**src/rtl/dmem_ddr_bridge_if.sv**
```systemverilog
// Core-side and ram-side bundles for dmem_ddr_bridge.
// The core is master of dmem_core_if; the bridge is master of dmem_mem_if.

interface dmem_core_if;
   logic        core_en;
   logic        core_we;
   logic [31:0] core_addr;
   logic [31:0] core_wdata;
   logic [31:0] core_rdata;
   logic        core_rvalid;
   logic        core_stall;
   logic        rd_err;

   modport master (
      output core_en, core_we, core_addr, core_wdata,
      input  core_rdata, core_rvalid, core_stall, rd_err
   );

   modport slave (
      input  core_en, core_we, core_addr, core_wdata,
      output core_rdata, core_rvalid, core_stall, rd_err
   );
endinterface

interface dmem_mem_if;
   logic [28:0] mem_addr;
   logic [31:0] mem_wdata;
   logic        mem_write_req;
   logic        mem_read_req;
   logic        mem_write_ready;
   logic        mem_read_ready;
   logic        mem_read_data_valid;
   logic [31:0] mem_read_data;
   logic        mem_stall;

   modport master (
      output mem_addr, mem_wdata, mem_write_req, mem_read_req,
      input  mem_write_ready, mem_read_ready, mem_read_data_valid, mem_read_data, mem_stall
   );

   modport slave (
      input  mem_addr, mem_wdata, mem_write_req, mem_read_req,
      output mem_write_ready, mem_read_ready, mem_read_data_valid, mem_read_data, mem_stall
   );
endinterface

```
**src/rtl/dmem_ddr_bridge.sv**
```systemverilog
// Core data-memory to DDR3 ram bridge: posted-write buffer, serialised loads, read watchdog.
// Define WBUF_FWD_EN to let loads hit in the write buffer instead of draining it.

module dmem_ddr_bridge #(
   parameter int WBUF_DEPTH = 4,
   parameter int RD_TIMEOUT = 1024
) (
   input  logic       clk,
   input  logic       rst_n,
   dmem_core_if.slave core,
   dmem_mem_if.master mem
);

   localparam int          PTR_W        = $clog2(WBUF_DEPTH);
   localparam int          CNT_W        = PTR_W + 1;
   localparam int          WD_W         = $clog2(RD_TIMEOUT + 1);
   localparam logic [31:0] TIMEOUT_DATA = 32'hDEAD_DEAD;

   typedef enum logic [2:0] {IDLE, DRAIN, RD_REQ, RD_WAIT, RD_DONE} state_t;

   state_t           state, state_nxt;
   logic [26:0]      buf_addr [WBUF_DEPTH];
   logic [31:0]      buf_data [WBUF_DEPTH];
   logic [PTR_W-1:0] wr_ptr, rd_ptr;
   logic [CNT_W-1:0] count;
   logic             fifo_empty, fifo_full;
   logic             store_req, load_req, push, pop, drain_en, rd_accept;
   logic [26:0]      ld_addr;
   logic [WD_W-1:0]  wdog;
   logic             wdog_expired;
   logic             addr_unused;

   assign addr_unused  = ^{core.core_addr[31:29], core.core_addr[1:0]};

   assign fifo_empty   = (count == '0);
   assign fifo_full    = (count == CNT_W'(WBUF_DEPTH));
   assign store_req    = (state == IDLE) && core.core_en && core.core_we;
   assign load_req     = (state == IDLE) && core.core_en && !core.core_we;
   assign push         = store_req && !fifo_full;
   assign wdog_expired = (wdog == WD_W'(RD_TIMEOUT - 1));

`ifdef WBUF_FWD_EN
   // A forwarded load returns through RD_DONE while the buffer keeps draining,
   // so the pending write request must stay up there too.
   assign drain_en = !fifo_empty && (state == IDLE || state == DRAIN || state == RD_DONE);

   logic        fwd_hit;
   logic [31:0] fwd_data;

   // Scan oldest to youngest so the youngest matching entry wins.
   always_comb begin
      fwd_hit  = 1'b0;
      fwd_data = '0;
      for (int i = 0; i < WBUF_DEPTH; i++) begin
         if ((CNT_W'(i) < count) &&
             (buf_addr[rd_ptr + PTR_W'(i)] == core.core_addr[28:2])) begin
            fwd_hit  = 1'b1;
            fwd_data = buf_data[rd_ptr + PTR_W'(i)];
         end
      end
   end
`else
   assign drain_en = !fifo_empty && (state == IDLE || state == DRAIN);
`endif

   assign pop       = drain_en && mem.mem_write_ready && !mem.mem_stall;
   assign rd_accept = (state == RD_REQ) && mem.mem_read_ready && !mem.mem_stall;

   // NOTE: sequential state uses non-blocking assignments so every register
   // samples pre-edge values regardless of process evaluation order.
   always_ff @(posedge clk or negedge rst_n) begin
      if (!rst_n) state <= IDLE;
      else        state <= state_nxt;
   end

   // NOTE: every always_comb output gets a default first so no path infers a latch.
   always_comb begin
      state_nxt = state;
      case (state)
         IDLE: begin
            if (load_req) state_nxt = fifo_empty ? RD_REQ : DRAIN;
`ifdef WBUF_FWD_EN
            if (load_req && fwd_hit) state_nxt = RD_DONE;
`endif
         end
         DRAIN:   if (fifo_empty) state_nxt = RD_REQ;
         RD_REQ:  if (rd_accept) state_nxt = RD_WAIT;
         RD_WAIT: if (mem.mem_read_data_valid || wdog_expired) state_nxt = RD_DONE;
         RD_DONE: state_nxt = IDLE;
         default: state_nxt = IDLE;
      endcase
   end

   always_comb begin
      core.core_stall   = 1'b0;
      core.core_rvalid  = 1'b0;
      mem.mem_write_req = 1'b0;
      mem.mem_read_req  = 1'b0;
      mem.mem_addr      = '0;
      mem.mem_wdata     = '0;
      case (state)
         IDLE:                   core.core_stall  = load_req || (store_req && fifo_full);
         DRAIN, RD_REQ, RD_WAIT: core.core_stall  = 1'b1;
         RD_DONE:                core.core_rvalid = 1'b1;
         default:                core.core_stall  = 1'b0;
      endcase
      if (state == RD_REQ) begin
         mem.mem_read_req = 1'b1;
         mem.mem_addr     = {ld_addr, 2'b00};
      end else if (drain_en) begin
         mem.mem_write_req = 1'b1;
         mem.mem_addr      = {buf_addr[rd_ptr], 2'b00};
         mem.mem_wdata     = buf_data[rd_ptr];
      end
   end

   // A push is never allowed while full, even against a same-cycle pop.
   always_ff @(posedge clk or negedge rst_n) begin
      if (!rst_n) begin
         wr_ptr <= '0;
         rd_ptr <= '0;
         count  <= '0;
      end else begin
         if (push) wr_ptr <= wr_ptr + 1'b1;
         if (pop)  rd_ptr <= rd_ptr + 1'b1;
         case ({push, pop})
            2'b10:   count <= count + 1'b1;
            2'b01:   count <= count - 1'b1;
            default: count <= count;
         endcase
      end
   end

   // NOTE: buffer storage has no reset; entries are only read when count says valid.
   always_ff @(posedge clk) begin
      if (push) begin
         buf_addr[wr_ptr] <= core.core_addr[28:2];
         buf_data[wr_ptr] <= core.core_wdata;
      end
   end

   always_ff @(posedge clk or negedge rst_n) begin
      if (!rst_n) begin
         ld_addr         <= '0;
         wdog            <= '0;
         core.core_rdata <= '0;
         core.rd_err     <= 1'b0;
      end else begin
         if (load_req) ld_addr <= core.core_addr[28:2];
         wdog <= (state == RD_WAIT) ? wdog + 1'b1 : '0;
         // Data arriving on the final watchdog cycle still counts as in time.
         if (state == RD_WAIT) begin
            if (mem.mem_read_data_valid) begin
               core.core_rdata <= mem.mem_read_data;
            end else if (wdog_expired) begin
               core.core_rdata <= TIMEOUT_DATA;
               core.rd_err     <= 1'b1;
            end
         end
`ifdef WBUF_FWD_EN
         if (load_req && fwd_hit) core.core_rdata <= fwd_data;
`endif
      end
   end

endmodule

```
**src/flat_wrapper.sv**
```systemverilog
// flat-port wrapper written by rule: the top's interface ports become plain ports
module dmem_ddr_bridge_flat 
#(
   parameter int WBUF_DEPTH = 4,
   parameter int RD_TIMEOUT = 1024
)
  (clk, rst_n, core_core_en, core_core_we, core_core_addr, core_core_wdata, core_core_rdata, core_core_rvalid, core_core_stall, core_rd_err, mem_mem_addr, mem_mem_wdata, mem_mem_write_req, mem_mem_read_req, mem_mem_write_ready, mem_mem_read_ready, mem_mem_read_data_valid, mem_mem_read_data, mem_mem_stall);
  dmem_core_if core_i ();
  dmem_mem_if mem_i ();
  input  logic clk;
  input  logic rst_n;
  input wire logic [$bits(core_i.core_en)-1:0] core_core_en;
  input wire logic [$bits(core_i.core_we)-1:0] core_core_we;
  input wire logic [$bits(core_i.core_addr)-1:0] core_core_addr;
  input wire logic [$bits(core_i.core_wdata)-1:0] core_core_wdata;
  output wire logic [$bits(core_i.core_rdata)-1:0] core_core_rdata;
  output wire logic [$bits(core_i.core_rvalid)-1:0] core_core_rvalid;
  output wire logic [$bits(core_i.core_stall)-1:0] core_core_stall;
  output wire logic [$bits(core_i.rd_err)-1:0] core_rd_err;
  output wire logic [$bits(mem_i.mem_addr)-1:0] mem_mem_addr;
  output wire logic [$bits(mem_i.mem_wdata)-1:0] mem_mem_wdata;
  output wire logic [$bits(mem_i.mem_write_req)-1:0] mem_mem_write_req;
  output wire logic [$bits(mem_i.mem_read_req)-1:0] mem_mem_read_req;
  input wire logic [$bits(mem_i.mem_write_ready)-1:0] mem_mem_write_ready;
  input wire logic [$bits(mem_i.mem_read_ready)-1:0] mem_mem_read_ready;
  input wire logic [$bits(mem_i.mem_read_data_valid)-1:0] mem_mem_read_data_valid;
  input wire logic [$bits(mem_i.mem_read_data)-1:0] mem_mem_read_data;
  input wire logic [$bits(mem_i.mem_stall)-1:0] mem_mem_stall;
  assign core_i.core_en = core_core_en;
  assign core_i.core_we = core_core_we;
  assign core_i.core_addr = core_core_addr;
  assign core_i.core_wdata = core_core_wdata;
  assign core_core_rdata = core_i.core_rdata;
  assign core_core_rvalid = core_i.core_rvalid;
  assign core_core_stall = core_i.core_stall;
  assign core_rd_err = core_i.rd_err;
  assign mem_mem_addr = mem_i.mem_addr;
  assign mem_mem_wdata = mem_i.mem_wdata;
  assign mem_mem_write_req = mem_i.mem_write_req;
  assign mem_mem_read_req = mem_i.mem_read_req;
  assign mem_i.mem_write_ready = mem_mem_write_ready;
  assign mem_i.mem_read_ready = mem_mem_read_ready;
  assign mem_i.mem_read_data_valid = mem_mem_read_data_valid;
  assign mem_i.mem_read_data = mem_mem_read_data;
  assign mem_i.mem_stall = mem_mem_stall;
  dmem_ddr_bridge #(.WBUF_DEPTH(WBUF_DEPTH), .RD_TIMEOUT(RD_TIMEOUT)) u_core (.clk(clk), .rst_n(rst_n), .core(core_i), .mem(mem_i));
endmodule
```
**config.mk**
```make
export PLATFORM = sky130hd
export DESIGN_NAME = dmem_ddr_bridge_flat
export DESIGN_NICKNAME = d
export VERILOG_FILES = /design/src/rtl/dmem_ddr_bridge_if.sv /design/src/rtl/dmem_ddr_bridge.sv /design/src/flat_wrapper.sv
export SDC_FILE = /design/constraint.sdc
export NUM_CORES = 1
export LEC_CHECK = 0
export BUFFER_PORTS_ARGS = -buffer_cell sky130_fd_sc_hd__buf_2
export CAP_MARGIN = 20
export CELL_PAD_IN_SITES_DETAIL_PLACEMENT = 1
export CELL_PAD_IN_SITES_GLOBAL_PLACEMENT = 1
export CORE_MARGIN = 1
export CORE_UTILIZATION = 50
export CTS_CLUSTER_SIZE = 25
export DETAILED_ROUTE_END_ITERATION = 16
export PLACE_DENSITY = 0.85
export RECOVER_POWER = 100
export SLEW_MARGIN = 25
export SYNTH_ARGS = -nofsm -noshare
export SYNTH_HDL_FRONTEND = slang
export SYNTH_SLANG_ARGS = --single-unit
export TNS_END_PERCENT = 1
```
**constraint.sdc**
```tcl
create_clock -name clk -period 8.8 [get_ports clk]
set_clock_uncertainty 0.2 [all_clocks]
set_input_delay 0.44 -clock clk [delete_from_list [all_inputs] [get_ports clk]]
set_output_delay 0.44 -clock clk [all_outputs]
set_load 0.05 [all_outputs]
```
==> flow_metrics.tcl <==
set metrics [dict create \
    p_leak_nw 5.43 \
    yosysWarnings 0 \
    synthSimpleGateAreaFrac 0.0428 \
    drtIter0Drc 354 \
    clock-sinks 317 \
    powerDensity_nw_per_um2 372 \
    synth-async-reset-ratio 0.256 \
    hold_start "mem_mem_read_data[29]" \
    synth-edff-count 236 \
    antenna_found_initial 3 \
    grt_pass1_wl_mm 45.5 \
    layout_commonest_cell "edfxtp_1" \
    vias_per_cell 5.50 \
    dieArea_um2 25500 \
    h-tree-depth 2 \
    cts_buffers 34 \
    finalNetCount 1028 \
    dp_hpwl_mm 16.1 \
    overflow 0 \
    grt_pass1_vias 7917 \
    drt_pre_antenna_iters 4 \
    rsz0062_at_grt "no" \
    via_count 6978 \
    final_cell_mix "edfxtp_1 (236), clkbuf_1 (147), dlygate4sd3_1 (91)" \
    track_usage 0.238 \
    clk_pin_slew_ns 0.06 \
    drv_cap 9 \
    initial_core_util 0.510 \
    avgRoutedWirePerCell_um 23.5 \
    slew-limit-headroom -2.05 \
    netlist_area_um2 12400 \
    period_share 0.605 \
    tightestPinTransition_ns 4.58 \
    hold_viol_final 0 \
    criticalPathCategory "in -> async" \
    synth_compound_area_frac 0.0494 \
    num_rows 57 \
    portBuffers 194 \
    drive_gt1_frac 0.220 \
    gp_congestion 0.712 \
    syn-instance-count 624 \
    synth_ff_type "edfxtp_1" \
    drv_slew 444 \
    vdd_drop_max_mv 0.247 \
    cts_resized 0 \
    cts_tree "built" \
    clock_latency_ns 0.51 \
    r2r-start "u_core.state[2]" \
    drtAntennaViolNets 0 \
    crit_start "rst_n" \
    area_growth_pct 23.4 \
    ys_ff_latch 317 \
    start_kind "input port" \
    synth_top_family_by_area "multiplexers" \
    synthMuxAreaShare 0.133 \
    hold_ws_ns 0.0398 \
    final-setup-viol-count 0 \
    ios 202 \
    dieHeight_um 160 \
    drt_wl_total_mm 29.8 \
    ys_types 51 \
    fmax_ghz 0.188 \
    grt_max_degree 63 \
    tns_ns 0 \
    syn_avg_cell_area_um2 19.9 \
    synth_xor_area_frac 0.00847 \
    cts_buffer_depth 3 \
    min_path_type "in -> reg" \
    root_buffer "clkbuf_16" \
    synth_fa_ha_area_frac 0.00766 \
    endpoint_kind "async pin" \
    cp_max_fo 47 \
    min_period_ns 5.32 \
    violations "max-capacitance violations, max-slew violations" \
    chipWidth_um 160 \
    drcViolationCount 0 \
    coreArea_um2 24300 \
    arrival_ns 4.68 \
    crit_required_ns 8.17 \
    status "finished with violations" \
    ys_seq_area_frac 0.734 \
]
==> synth_stat cells (5+ instances only) <==
master / n / area share
dfrtp_1: 81 / 0.16
mux2_2: 28 / 0.025
buf_2: 8 / 0.0032
o22a_1: 20 / 0.014
clkbuf_1: 9 / 0.0027
ha_1: 6 / 0.0060
edfxtp_1: 236 / 0.57
and2_1: 37 / 0.019
buf_4: 7 / 0.0042
a21oi_1: 5 / 0.0020
nor2_1: 14 / 0.0042
mux4_2: 59 / 0.11
inv_1: 9 / 0.0027
xnor2_1: 9 / 0.0063
buf_6: 6 / 0.0054
a22o_1: 37 / 0.026
==> report_power, final <==
| part | internal, W | switching (W) | leakage, nW |
|---|---|---|---|
| clock | 0.000791 | 0.000567 | 0.511 |
| combinational | 0.000685 | 0.00164 | 1.82 |
| sequential | 0.00185 | 0.000169 | 3.10 |
==> sequential cells by signal, summed over array words and instances, names as in the netlist <==
| signal | count |
|---|---|
| u_core.buf_data | 128 |
| u_core.buf_addr | 108 |
| u_core.core.core_rdata | 32 |
| u_core.ld_addr | 27 |
| u_core.wdog | 11 |
| u_core.count | 3 |
| u_core.state | 3 |
| u_core.rd_ptr | 2 |
| u_core.wr_ptr | 2 |
| u_core.core.rd_err | 1 |
==> worst max-delay path: stages <==
cell and delay, ns:
dlygate4sd3_1 0.53, clkbuf_1 1.51, clkbuf_1 2.16
==> what timing repair did <==
item	in CTS	in global routing
setup endpoints to repair	0	0
buffers inserted	0	0
hold buffers	91	0
hold endpoints to repair	301	0
==> path summary, 6_finish.rpt <==
kind / cells past startpoint / end / slack, ns
worst max-delay path: 3 / u_core.rd_ptr[0] / 3.48
worst min-delay path: 2 / u_core.core.core_rdata[29] / 0.04
worst min register to register: 1 / u_core.core.rd_err / 0.28
worst max register to register: 4 / u_core.buf_data[3][23] / 3.48
min in group asynchronous: 2 / u_core.core.core_rdata[6] / 0.90
max in group clk: 4 / u_core.buf_data[3][23] / 3.48
==> per-stage QoR <==
| stage | instances | cell area (µm²) | utilization | setup slack [ns] | power (W) |
|---|---|---|---|---|---|
| after floorplan | 625 | 12400 | - | 5.71 | 0.00385 |
| after global placement | 1114 | 13600 | 0.559 | 5.56 | 0.00431 |
| after detailed placement | 1114 | 13600 | 0.559 | 5.59 | 0.00437 |
| after CTS | 1266 | 15600 | 0.640 | 5.03 | 0.00576 |
| after global routing | 1268 | 15300 | 0.630 | 2.59 | 0.00591 |
| final | 1269 | 15300 | 0.630 | 3.48 | 0.00570 |
==> layout make-up <==
type,instances,area [µm²]
Antenna cell,3,7.51
Clock buffer,45,913
Clock inverter,16,130
Fill cell,2222,9000
Inverter,11,42.5
Multi-Input combinational cell,263,2960
Sequential cell,317,9120
Tap cell,324,405
Timing Repair Buffer,290,1740
==> layer usage <==
layer	vias up	wire length, µm	global-route usage
li1	3080	-	-
met1	3663	11400	0.273
met2	179	16400	0.438
met3	56	1180	0.0425
met4	0	847	0.100
met5	-	0	0
==> logic make-up after synthesis <==
group | Yosys count
fa+ha+maj | 7
buf+inv | 45
flops | 317
xor+xnor | 12
other cells | 1
simple gates | 80
mux | 88
compound gates | 74
Note: power is estimated with default switching activity, not from simulation.
